## src/rtl/swu_ctrl_pkg.sv

```systemverilog
// Shared configuration and elaboration helpers for the sliding-window
// buffer controller.
package swu_ctrl_pkg;

    // Default geometry of the sliding-window unit
    localparam int DEF_SIMD          = 1;
    localparam int DEF_IFM_CHANNELS  = 2;
    localparam int DEF_IFM_WIDTH     = 6;
    localparam int DEF_IFM_HEIGHT    = 6;
    localparam int DEF_KERNEL_WIDTH  = 3;
    localparam int DEF_KERNEL_HEIGHT = 3;
    localparam int DEF_STRIDE        = 2;
    localparam int DEF_OFM_WIDTH     = 2;
    localparam int DEF_OFM_HEIGHT    = 2;
    localparam int DEF_BUFFER_SIZE   = 36;

    // Derived frame totals for the default geometry
    localparam int CF        = DEF_IFM_CHANNELS / DEF_SIMD;
    localparam int ROW_WORDS = DEF_IFM_WIDTH * CF;
    localparam int WTOT      = DEF_IFM_HEIGHT * ROW_WORDS;
    localparam int RTOT      = DEF_OFM_HEIGHT * DEF_OFM_WIDTH *
                               DEF_KERNEL_HEIGHT * DEF_KERNEL_WIDTH * CF;

    // Smallest buffer that holds KERNEL_HEIGHT-1 full rows plus the span of one window row band
    function automatic int min_buffer_size(input int kh, input int kw, input int ifm_w,
                                           input int ofm_w, input int stride, input int cf);
        return (kh - 1) * ifm_w * cf + ((ofm_w - 1) * stride + kw) * cf;
    endfunction

    function automatic bit buffer_size_ok(input int bsize, input int kh, input int kw,
                                          input int ifm_w, input int ofm_w, input int stride,
                                          input int cf);
        return bsize >= min_buffer_size(kh, kw, ifm_w, ofm_w, stride, cf);
    endfunction

    // Counter width able to hold values 0..n-1 (at least one bit)
    function automatic int cnt_width(input int n);
        return (n > 1) ? $clog2(n) : 1;
    endfunction

    localparam int  MIN_BUFFER_SIZE = min_buffer_size(DEF_KERNEL_HEIGHT, DEF_KERNEL_WIDTH,
                                                      DEF_IFM_WIDTH, DEF_OFM_WIDTH,
                                                      DEF_STRIDE, CF);
    localparam bit  DEF_BUFFER_OK   = DEF_BUFFER_SIZE >= MIN_BUFFER_SIZE;

endpackage

```

## src/rtl/swu_rd_seq.sv

```systemverilog
// Read-side window walker: nested c/kx/ky/ox/oy counters, the linear word
// index of the current element and its wrapped buffer address.
module swu_rd_seq
    import swu_ctrl_pkg::*;
#(
    parameter int CF_N        = 2,
    parameter int IFM_W       = 6,
    parameter int KW          = 3,
    parameter int KH          = 3,
    parameter int STRIDE      = 2,
    parameter int OW          = 2,
    parameter int OH          = 2,
    parameter int BUFFER_SIZE = 36,
    parameter int AW          = 6,
    parameter int CW          = 7
) (
    input  logic          clk,
    input  logic          clr,
    input  logic          adv,
    output logic [CW-1:0] idx,
    output logic [AW-1:0] rd_addr,
    output logic          rd_last,
    output logic          rd_frame_last,
    output logic          oy_step
);
    localparam int CFW = cnt_width(CF_N);
    localparam int KXW = cnt_width(KW);
    localparam int KYW = cnt_width(KH);
    localparam int OXW = cnt_width(OW);
    localparam int OYW = cnt_width(OH);

    // Address steps reduced modulo the buffer depth so one conditional subtract wraps them
    localparam logic [AW-1:0] ELEM_STEP = AW'(1 % BUFFER_SIZE);
    localparam logic [AW-1:0] ROW_STEP  = AW'((IFM_W * CF_N) % BUFFER_SIZE);
    localparam logic [AW-1:0] WIN_STEP  = AW'((STRIDE * CF_N) % BUFFER_SIZE);
    localparam logic [AW-1:0] LINE_STEP = AW'((STRIDE * IFM_W * CF_N) % BUFFER_SIZE);

    localparam logic [CW-1:0] S_C  = CW'(STRIDE);
    localparam logic [CW-1:0] W_C  = CW'(IFM_W);
    localparam logic [CW-1:0] CF_C = CW'(CF_N);

    logic [CFW-1:0] c_q, c_d;
    logic [KXW-1:0] kx_q, kx_d;
    logic [KYW-1:0] ky_q, ky_d;
    logic [OXW-1:0] ox_q, ox_d;
    logic [OYW-1:0] oy_q, oy_d;
    // Base addresses of the current output row, window and window row
    logic [AW-1:0]  line_q, line_d, win_q, win_d, row_q, row_d, addr_q, addr_d;
    logic           c_last, kx_last, ky_last, ox_last, oy_last;

    function automatic logic [AW-1:0] wrap_add(input logic [AW-1:0] a, input logic [AW-1:0] step);
        logic [AW:0] s;
        s = {1'b0, a} + {1'b0, step};
        if (s >= (AW+1)'(BUFFER_SIZE)) s = s - (AW+1)'(BUFFER_SIZE);
        return s[AW-1:0];
    endfunction

    // Terminal-count flags, window-end flags and the element's linear index
    always_comb begin
        c_last        = (c_q  == CFW'(CF_N - 1));
        kx_last       = (kx_q == KXW'(KW - 1));
        ky_last       = (ky_q == KYW'(KH - 1));
        ox_last       = (ox_q == OXW'(OW - 1));
        oy_last       = (oy_q == OYW'(OH - 1));
        rd_last       = ky_last && kx_last && c_last;
        rd_frame_last = rd_last && ox_last && oy_last;
        oy_step       = adv && rd_last && ox_last;
        idx           = ((CW'(oy_q) * S_C + CW'(ky_q)) * W_C + CW'(ox_q) * S_C + CW'(kx_q)) * CF_C
                        + CW'(c_q);
        rd_addr       = addr_q;
    end

    // Advance the walk one element, c innermost, oy outermost; wraps to frame start after the last element
    always_comb begin
        c_d    = c_q;
        kx_d   = kx_q;
        ky_d   = ky_q;
        ox_d   = ox_q;
        oy_d   = oy_q;
        line_d = line_q;
        win_d  = win_q;
        row_d  = row_q;
        addr_d = addr_q;
        if (adv) begin
            if (!c_last) begin
                c_d    = c_q + CFW'(1);
                addr_d = wrap_add(addr_q, ELEM_STEP);
            end else if (!kx_last) begin
                c_d    = '0;
                kx_d   = kx_q + KXW'(1);
                addr_d = wrap_add(addr_q, ELEM_STEP);
            end else if (!ky_last) begin
                c_d    = '0;
                kx_d   = '0;
                ky_d   = ky_q + KYW'(1);
                row_d  = wrap_add(row_q, ROW_STEP);
                addr_d = wrap_add(row_q, ROW_STEP);
            end else if (!ox_last) begin
                c_d    = '0;
                kx_d   = '0;
                ky_d   = '0;
                ox_d   = ox_q + OXW'(1);
                win_d  = wrap_add(win_q, WIN_STEP);
                row_d  = wrap_add(win_q, WIN_STEP);
                addr_d = wrap_add(win_q, WIN_STEP);
            end else begin
                c_d  = '0;
                kx_d = '0;
                ky_d = '0;
                ox_d = '0;
                if (!oy_last) begin
                    oy_d   = oy_q + OYW'(1);
                    line_d = wrap_add(line_q, LINE_STEP);
                    win_d  = wrap_add(line_q, LINE_STEP);
                    row_d  = wrap_add(line_q, LINE_STEP);
                    addr_d = wrap_add(line_q, LINE_STEP);
                end else begin
                    oy_d   = '0;
                    line_d = '0;
                    win_d  = '0;
                    row_d  = '0;
                    addr_d = '0;
                end
            end
        end
    end

    // Counter and address registers; clr covers both reset and frame restart
    always_ff @(posedge clk) begin
        if (clr) begin
            c_q    <= '0;
            kx_q   <= '0;
            ky_q   <= '0;
            ox_q   <= '0;
            oy_q   <= '0;
            line_q <= '0;
            win_q  <= '0;
            row_q  <= '0;
            addr_q <= '0;
        end else begin
            c_q    <= c_d;
            kx_q   <= kx_d;
            ky_q   <= ky_d;
            ox_q   <= ox_d;
            oy_q   <= oy_d;
            line_q <= line_d;
            win_q  <= win_d;
            row_q  <= row_d;
            addr_q <= addr_d;
        end
    end

endmodule

```

## src/rtl/swu_buffer_ctrl.sv

```systemverilog
// Address and flow controller for the sliding-window circular line buffer:
// write gating against unread words, read residency check and frame restart.
module swu_buffer_ctrl
    import swu_ctrl_pkg::*;
#(
    parameter int SIMD          = DEF_SIMD,
    parameter int IFMChannels   = DEF_IFM_CHANNELS,
    parameter int IFMWidth      = DEF_IFM_WIDTH,
    parameter int IFMHeight     = DEF_IFM_HEIGHT,
    parameter int KERNEL_WIDTH  = DEF_KERNEL_WIDTH,
    parameter int KERNEL_HEIGHT = DEF_KERNEL_HEIGHT,
    parameter int STRIDE        = DEF_STRIDE,
    parameter int OFMWidth      = DEF_OFM_WIDTH,
    parameter int OFMHeight     = DEF_OFM_HEIGHT,
    parameter int BUFFER_SIZE   = DEF_BUFFER_SIZE,
    parameter int AW            = $clog2(BUFFER_SIZE)
) (
    input  logic          clk,
    input  logic          reset,
    input  logic          ip_axis_tvalid,
    output logic          ip_axis_tready,
    output logic          wr_en,
    output logic [AW-1:0] wr_addr,
    output logic          rd_valid,
    input  logic          rd_ready,
    output logic [AW-1:0] rd_addr,
    output logic          rd_last,
    output logic          rd_frame_last,
    output logic          frame_done
);
    localparam int NCF        = IFMChannels / SIMD;
    localparam int LINE_WORDS = STRIDE * IFMWidth * NCF;
    localparam int WTOT_N     = IFMHeight * IFMWidth * NCF;
    // Wide enough for wr_cnt and for free_base after its final step past the last output row
    localparam int CW         = cnt_width(WTOT_N + LINE_WORDS + 1);

    localparam logic [CW-1:0] WTOT_C = CW'(WTOT_N);
    localparam logic [CW-1:0] LINE_C = CW'(LINE_WORDS);
    localparam logic [CW-1:0] BUF_C  = CW'(BUFFER_SIZE);

    if (!buffer_size_ok(BUFFER_SIZE, KERNEL_HEIGHT, KERNEL_WIDTH, IFMWidth,
                        OFMWidth, STRIDE, NCF)) begin : g_buffer_too_small
        $error("swu_buffer_ctrl: BUFFER_SIZE below minimum for this geometry");
    end

    logic [CW-1:0] wr_cnt_q, wr_cnt_d;
    logic [CW-1:0] free_base_q, free_base_d;
    logic [AW-1:0] wr_ptr_q, wr_ptr_d;
    logic          rd_done_q, rd_done_d;
    logic [CW-1:0] rd_idx;
    logic          rd_adv, oy_step, frame_end, space_ok;

    swu_rd_seq #(
        .CF_N        (NCF),
        .IFM_W       (IFMWidth),
        .KW          (KERNEL_WIDTH),
        .KH          (KERNEL_HEIGHT),
        .STRIDE      (STRIDE),
        .OW          (OFMWidth),
        .OH          (OFMHeight),
        .BUFFER_SIZE (BUFFER_SIZE),
        .AW          (AW),
        .CW          (CW)
    ) u_rd_seq (
        .clk           (clk),
        .clr           (reset || frame_end),
        .adv           (rd_adv),
        .idx           (rd_idx),
        .rd_addr       (rd_addr),
        .rd_last       (rd_last),
        .rd_frame_last (rd_frame_last),
        .oy_step       (oy_step)
    );

    // Handshake decode: a write may not run more than BUFFER_SIZE words ahead of the oldest needed word
    always_comb begin
        space_ok       = (wr_cnt_q < free_base_q) || ((wr_cnt_q - free_base_q) < BUF_C);
        ip_axis_tready = !reset && (wr_cnt_q < WTOT_C) && space_ok;
        wr_en          = ip_axis_tvalid && ip_axis_tready;
        wr_addr        = wr_ptr_q;
        rd_valid       = !reset && !rd_done_q && (rd_idx < wr_cnt_q);
        rd_adv         = rd_valid && rd_ready;
        frame_end      = rd_done_q && (wr_cnt_q == WTOT_C);
        frame_done     = !reset && frame_end;
    end

    // Write count/pointer, freed-space base and read completion; all clear together at frame end
    always_comb begin
        wr_cnt_d    = wr_cnt_q;
        wr_ptr_d    = wr_ptr_q;
        free_base_d = free_base_q;
        rd_done_d   = rd_done_q;
        if (frame_end) begin
            wr_cnt_d    = '0;
            wr_ptr_d    = '0;
            free_base_d = '0;
            rd_done_d   = 1'b0;
        end else begin
            if (wr_en) begin
                wr_cnt_d = wr_cnt_q + CW'(1);
                wr_ptr_d = (wr_ptr_q == AW'(BUFFER_SIZE - 1)) ? '0 : wr_ptr_q + AW'(1);
            end
            if (oy_step) begin
                free_base_d = free_base_q + LINE_C;
            end
            if (rd_adv && rd_frame_last) begin
                rd_done_d = 1'b1;
            end
        end
    end

    // Control state registers
    always_ff @(posedge clk) begin
        if (reset) begin
            wr_cnt_q    <= '0;
            wr_ptr_q    <= '0;
            free_base_q <= '0;
            rd_done_q   <= 1'b0;
        end else begin
            wr_cnt_q    <= wr_cnt_d;
            wr_ptr_q    <= wr_ptr_d;
            free_base_q <= free_base_d;
            rd_done_q   <= rd_done_d;
        end
    end

endmodule

```

## config.mk

```make
export PLATFORM = sky130hd
export DESIGN_NAME = swu_buffer_ctrl
export DESIGN_NICKNAME = d
export VERILOG_FILES = /design/src/rtl/swu_ctrl_pkg.sv /design/src/rtl/swu_rd_seq.sv /design/src/rtl/swu_buffer_ctrl.sv
export SDC_FILE = /design/constraint.sdc
export NUM_CORES = 1
export LEC_CHECK = 0
export ABC_AREA = 1
export CAP_MARGIN = 30
export CORE_MARGIN = 2
export CORE_UTILIZATION = 55
export DETAILED_ROUTE_END_ITERATION = 12
export GPL_TIMING_DRIVEN = 1
export MAX_ROUTING_LAYER = met4
export PLACE_DENSITY = 0.89
export SYNTH_ARGS = -nofsm -noshare
export SYNTH_HDL_FRONTEND = slang
export SYNTH_HIERARCHICAL = 1
export SYNTH_SLANG_ARGS = --single-unit
```

## constraint.sdc

```tcl
create_clock -name clk -period 3.6 [get_ports clk]
set_input_delay 0.72 -clock clk [delete_from_list [all_inputs] [get_ports clk]]
set_output_delay 0.72 -clock clk [all_outputs]
set_load 0.05 [all_outputs]
```

; ---- After elaboration in Yosys (flattened, before gate mapping)
; Cells that the tools add are included.
[totals]
ff_bits = 52
in_bits = 4
out_inout_bits = 18
word_cells = 86
[op_classes]
addsub = 21
mul = 1
magnitude_cmp = 8
n_eq_ne = 4
mux = 15
n_reduce_logical = 24
[ops]
columns = op, count
row1 = two-way mux 6 bit, 10
row2 = ">= comparator 7 x 6 -> 1 bit, second input constant", 4
row3 = "subtractor 6 bit, second input constant", 4
row4 = logical AND 1 bit, 15
row5 = < comparator 7 bit, 2
row6 = adder 6 x 2 -> 6 bit, 2
row7 = "adder 6 x 1 -> 7 bit, second input constant", 1
row8 = "adder 6 x 3 -> 7 bit, second input constant", 1
row9 = "adder 6 x 4 -> 7 bit, second input constant", 1
row10 = "adder 6 x 5 -> 7 bit, second input constant", 1
row11 = adder 7 x 1 -> 7 bit, 1
row12 = "adder 7 x 1 -> 7 bit, second input constant", 1
row13 = "adder 7 x 5 -> 7 bit, second input constant", 1
row14 = "== test 7 bit, second input constant", 1
row15 = "< comparator 7 x 6 -> 1 bit, second input constant", 1
row16 = "< comparator 7 bit, second input constant", 1
row17 = "multiplier 7 x 2 -> 5 bit, second input constant", 1
row18 = subtractor 7 bit, 1
row19 = "adder 6 x 1 -> 6 bit, second input constant", 1
row20 = "== test 6 bit, second input constant", 1
row21 = AND reduction 5 bit, 1
row22 = "adder 2 x 1 -> 2 bit, second input constant", 2
row23 = "== test 2 bit, second input constant", 2
row24 = two-way mux 2 bit, 2
row25 = other kinds (9), 15

; ---- Longest topological paths before layout
[logic_depth]
word_depth = 10
mapped_depth = 24

; ---- Cells and area by module
; The synthesis kept the hierarchy.
[modules_own_cells]
columns = module, n_inst, cells_per_inst, area_per_inst_um2
row1 = swu_rd_seq, 1, 328, 2391.0
row2 = swu_buffer_ctrl, 1, 191, 1352.5

; ---- Least setup slack after synthesis
; Ideal clock, no wire load.
[synth_path]
kind = register to register
from = register u_rd_seq.ky_q[0]
to = register free_base_q[5]
setup_ns = 0.116
t_arrival_ns = 3.501
required_time_ns = 3.484
slack_ns = -0.016
path_stages_with_launch = 24
n_path_buf = 0
period_less_slack_ns = 3.616
path_cell_list = dfxtp_1 inv_1 fa_1 inv_1 ha_1 nand2_1 nor2_1 xor2_1 ha_1 a21oi_1 o21ai_0 a21oi_1 nand2_1 nor2_1 inv_1 nor2_4 inv_2 nor2_8 inv_4 nor2_8 inv_1 nor2_1 xor2_1 nor2_1
[synth_between]
elab_chain_len = 10
elab_cells_between_ends = 13
cone_classes = add/sub: 4 / mul: 1 / order compare: 1 / eq/ne: 1 / reduce/logical: 6
[synth_lines]
columns = element, line
row1 = "start, declared", swu_rd_seq.sv:44  ; logic [KYW-1:0] ky_q, ky_d;
row2 = "start signal, assigned", swu_rd_seq.sv:143  ; ky_q <= ky_d;
row3 = adder 2 x 2 -> 3 bit, swu_rd_seq.sv:68  ; idx = ((CW'(oy_q) * S_C + CW'(ky_q)) * W_C + CW'(ox_q) * S_C + CW'(kx_q)) * CF_C
row4 = multiplier 7 x 2 -> 5 bit, swu_rd_seq.sv:68
row5 = adder 6 x 2 -> 6 bit (2 in a row), swu_rd_seq.sv:68
row6 = adder 7 x 1 -> 7 bit, swu_rd_seq.sv:69  ; + CW'(c_q);
row7 = named net rd_idx[6], swu_buffer_ctrl.sv:50  ; logic [CW-1:0] rd_idx;
row8 = < comparator 7 bit, swu_buffer_ctrl.sv:81  ; rd_valid = !reset && !rd_done_q && (rd_idx < wr_cnt_q);
row9 = logical AND 1 bit, swu_buffer_ctrl.sv:81
row10 = logical AND 1 bit, swu_buffer_ctrl.sv:82  ; rd_adv = rd_valid && rd_ready;
row11 = named net rd_adv, swu_buffer_ctrl.sv:51  ; logic rd_adv, oy_step, frame_end, space_ok;
row12 = logical AND 1 bit (2 in a row), swu_rd_seq.sv:67  ; oy_step = adv && rd_last && ox_last;
row13 = named net oy_step, swu_buffer_ctrl.sv:51
row14 = "end signal, assigned", swu_buffer_ctrl.sv:122  ; free_base_q <= free_base_d;
row15 = "end, declared", swu_buffer_ctrl.sv:47  ; logic [CW-1:0] free_base_q, free_base_d;
; The timed path passes the listed nets, and every way through them passes these cells.
; A chain may end at the register's enable or synchronous reset.

; ---- Final worst setup path
[layout_path]
from = register u_rd_seq.ky_q[0]
to = register u_rd_seq.line_q[4]
[layout_between]
elab_chain_len = 9
elab_cells_between_ends = 10
cone_classes = add/sub: 4 / mul: 1 / order compare: 1 / eq/ne: 1 / reduce/logical: 3
[layout_lines]
columns = element, line
row1 = adder 2 x 2 -> 3 bit, swu_rd_seq.sv:68
row2 = multiplier 7 x 2 -> 5 bit, swu_rd_seq.sv:68
row3 = adder 6 x 2 -> 6 bit (2 in a row), swu_rd_seq.sv:68
row4 = adder 7 x 1 -> 7 bit, swu_rd_seq.sv:69
row5 = named net rd_idx[5], swu_buffer_ctrl.sv:50
row6 = < comparator 7 bit, swu_buffer_ctrl.sv:81
row7 = logical AND 1 bit, swu_buffer_ctrl.sv:81
row8 = logical AND 1 bit, swu_buffer_ctrl.sv:82
row9 = named net rd_adv, swu_buffer_ctrl.sv:51
row10 = AND reduction 5 bit (no line), --
row11 = "end signal, assigned", swu_rd_seq.sv:146  ; line_q <= line_d;
row12 = "end, declared", swu_rd_seq.sv:48  ; logic [AW-1:0] line_q, line_d, win_q, win_d, row_q, row_d, addr_q, addr_d;
; The timed path passes the listed nets, and every way through them passes these cells.

==> reports/results.txt <==
Slew Viols, Final: 0
CTS tree: done
Last weighted congestion value of the routability-driven placer: 0.8461
Die Ht: 86.50 um
DRC Markers: 0
Hold WC Path Type: reg -> reg
Async SR Flop Fraction: 0%
Final min period: 3.508 ns
Share of cells above drive strength 1: 18.44%
Slowest stage delay, CP: 0.53 ns
Starting Density: 56.03%
Fin cells: 633
Delay-heaviest family, CP: adder cells
CTS root buffer: clkbuf_8
Total Routing Usage GR: 23.80%
Synth Flop Type: dfxtp_1
Core area: 6681 sq um
Area Overhead vs Synth: 15.34%
Crit share post-route: 97.45%
Vias: 3519
Number of global-route vias before repair: 3250
Share of the yosys chip area belonging to registers: 26.20%
Dominant cells by area after synthesis: dfxtp_1 (26%), ha_1 (11%), nand2_1 (11%)
Final WL: 8.893 mm
Top-area cell type share of the netlist area: 26.20%
Post-DP Area: 4031 sq um
Cell taking the most area after synthesis: dfxtp_1
Top Ports: 22
Port bufs: 21
Yosys warns: 6
Final Power: 1.084 mW
Worst skew pair latency: 0.30 ns
Setup CP Type: reg -> reg
Most used cell, CP: inv_2
Post-synth EDFFs: 0
Final setup violation count: 0
Worst relative slew slack: 65.92%
CP max-delay cell: fa_1
Number of iterations in the first detailed-routing pass: 5
Nets@finish: 594
Initial drt markers: 222
Critical Path AT: 3.69 ns
CP bufs+invs: 7
Clock tree buffer depth: 2
Lkg Pwr: 1.972 nW
Vias per cell: 5.559
Final Instance Area: 4318 sq um
WL/cell: 14.05 um
# rows: 30
ANT cells: 0
Routed Antenna Nets: 0
First-pass GRT wire length: 14.17 mm
DP HPWL: 6.156 mm
Setup crit end kind: flip-flop
Crit-path max FO: 6
Status: finished clean
Fin. Hold Viols: 0
VDD IR max: 0.0001885 V
# hold bufs at CTS: 0
Final core occ: 64.63%
GR Overflow Total: 0
Slew @ Worst Pin: 0.5097 ns
CTS sink cnt: 49
WHS: 0.4742 ns
CP Launch Type: flip-flop
Clk_skew: 0.008630 ns
Initial antenna violation count: 0
Synth Register Bits: 49
Die area: 7482 sq um
H-tree depth: 2
Synth cell types: 48
Syn Area/Cell: 7.213 sq um
DIE WIDTH: 86.50 um
Largest net degree at the start of global routing: 34
Pwr Density: 251.1 nW/um^2
Syn Nets: 561
CTS Buf Count: 5
Worst-path clk slew: 0.09 ns
Cells along the critical path: inv_4, fa_1, inv_1, ha_2, ha_2, xnor2_2, ha_1, nand2_1, nor2_1, a21oi_2, nand2_2, nor2_4, inv_2, nor2_4, inv_2, nor2_8, clkinv_4, nor2_8, buf_6, inv_2, a31oi_4, a211oi_2
Critical Path RT: 3.78 ns
Fmax: 285.1 MHz
Cells after synthesis: 519
Placed cells: 615
Mapped Area: 3744 sq um
MaxCap Viol Count: 0
-- final cells by class --
class | instances | area [sq um]
Tap cell | 80 | 100.1
Fill cell | 521 | 2364
Clock inverter | 1 | 30.03
Sequential cell | 49 | 985.9
Inverter | 83 | 322.8
Timing Repair Buffer | 39 | 359.1
Multi-Input combinational cell | 374 | 2434
Clock buffer | 7 | 86.33
-- worst register-to-register path, delay by kind of cell, from the launching register on --
family | cells | cell delay (ns)
adders and majority gates | 4 | 1.19
DFF | 1 | 0.37
AOI/OAI and AO/OA | 3 | 0.37
xor gates and xnor gates | 1 | 0.14
and+or+nand+nor | 7 | 0.81
buffers and inverters | 7 | 0.51
-- cell usage after synthesis, drive strengths merged (2+ instances only) --
library cell,n
o21bai,2
o22ai,5
a31oi,3
nor2,56
nor4,2
dfxtp,49
ha,34
o211ai,5
nor3,2
xnor2,4
xor2,12
buf,11
fa,4
nand3b,2
nand2,121
a211oi,6
o21ai,11
nand4,20
clkbuf,2
o221ai,2
nand3,41
inv,82
a21oi,37
-- routing by layer --
| metal | vias up | wire (um) | global-route usage (%) |
|---|---|---|---|
| met5 | - | 0 | - |
| met4 | 0 | 267 | 6.818 |
| met3 | 25 | 482 | 4.190 |
| met2 | 114 | 4416 | 41.68 |
| met1 | 1624 | 3726 | 27.91 |
| li1 | 1756 | - | - |
-- worst paths after layout --
path / from / end / depth (start not counted) / slack, ns
worst max-delay path: u_rd_seq/ky_q[0]$_SDFFE_PP0P_ / u_rd_seq/line_q[4]$_SDFFE_PP0P_ / 22 / 0.09
worst min-delay path: u_rd_seq/line_q[0]$_SDFFE_PP0P_ / u_rd_seq/line_q[0]$_SDFFE_PP0P_ / 2 / 0.47
worst max register to register: u_rd_seq/ky_q[0]$_SDFFE_PP0P_ / u_rd_seq/line_q[4]$_SDFFE_PP0P_ / 22 / 0.09
worst min register to register: u_rd_seq/line_q[0]$_SDFFE_PP0P_ / u_rd_seq/line_q[0]$_SDFFE_PP0P_ / 2 / 0.47
-- power by group --
part / internal [mW] / switching [mW]
sequential: 0.549 / 0.00824
combinational: 0.0389 / 0.0747
clock: 0.227 / 0.187
-- sequential cells by signal, summed over array words and instances (netlist names) --
| signal | flops |
|---|---|
| u_rd_seq/rd_addr | 6 |
| free_base_q | 4 |
| u_rd_seq/oy_last | 1 |
| u_rd_seq/row_q | 6 |
| wr_addr | 6 |
| u_rd_seq/ky_q | 2 |
| u_rd_seq/win_q | 6 |
| u_rd_seq/kx_q | 2 |
| u_rd_seq/line_q | 6 |
| u_rd_seq/c_last | 1 |
| u_rd_seq/ox_last | 1 |
| wr_cnt_q | 7 |
| rd_done_q | 1 |
-- per-stage QoR --
| stage | setup slack, ns | setup TNS [ns] |
|---|---|---|
| 5_1_grt | -0.05894 | -0.4086 |
| 3_5_place_dp | -0.0006668 | -0.0006668 |
| 3_3_place_gp | 0.1462 | 0 |
| 2_1_floorplan | 0.06389 | 0 |
| 4_1_cts | 0.00003242 | 0 |
| 6_report | 0.09194 | 0 |
-- timing repair --
action | CTS | global route
pin swaps | 3 | 17
resized for setup | 3 | 28
setup buffers | 2 | 8
setup endpoints to repair | 6 | 14
-- logic make-up after synthesis --
logic type	share of synthesized area, %
flip-flops	26.20
buffers and inverters	10.90
adder cells (fa/ha/maj)	13.50
AO/OA/AOI/OAI	12.97
AND/OR/NAND/NOR	32.49
XOR/XNOR	3.944
-- layout by cell type, fill, tap and decap left out, types with 3 or more instances in the layout --
master	count
nand2_2	12
nor2_2	8
inv_1	69
a21oi_2	4
dfxtp_2	4
clkbuf_8	6
clkdlybuf4s50_1	18
nor2_4	5
nand3_1	33
nand2_1	107
nor2_1	41
a211oi_1	5
nand3_2	7
o21ai_1	6
inv_2	10
o21ai_0	5
o211ai_1	5
o22ai_2	5
buf_4	18
dfxtp_1	45
nand4_1	20
fa_1	4
xnor2_1	3
a21oi_1	32
ha_1	31
xor2_1	11
Power figures use the tool's default switching activity.
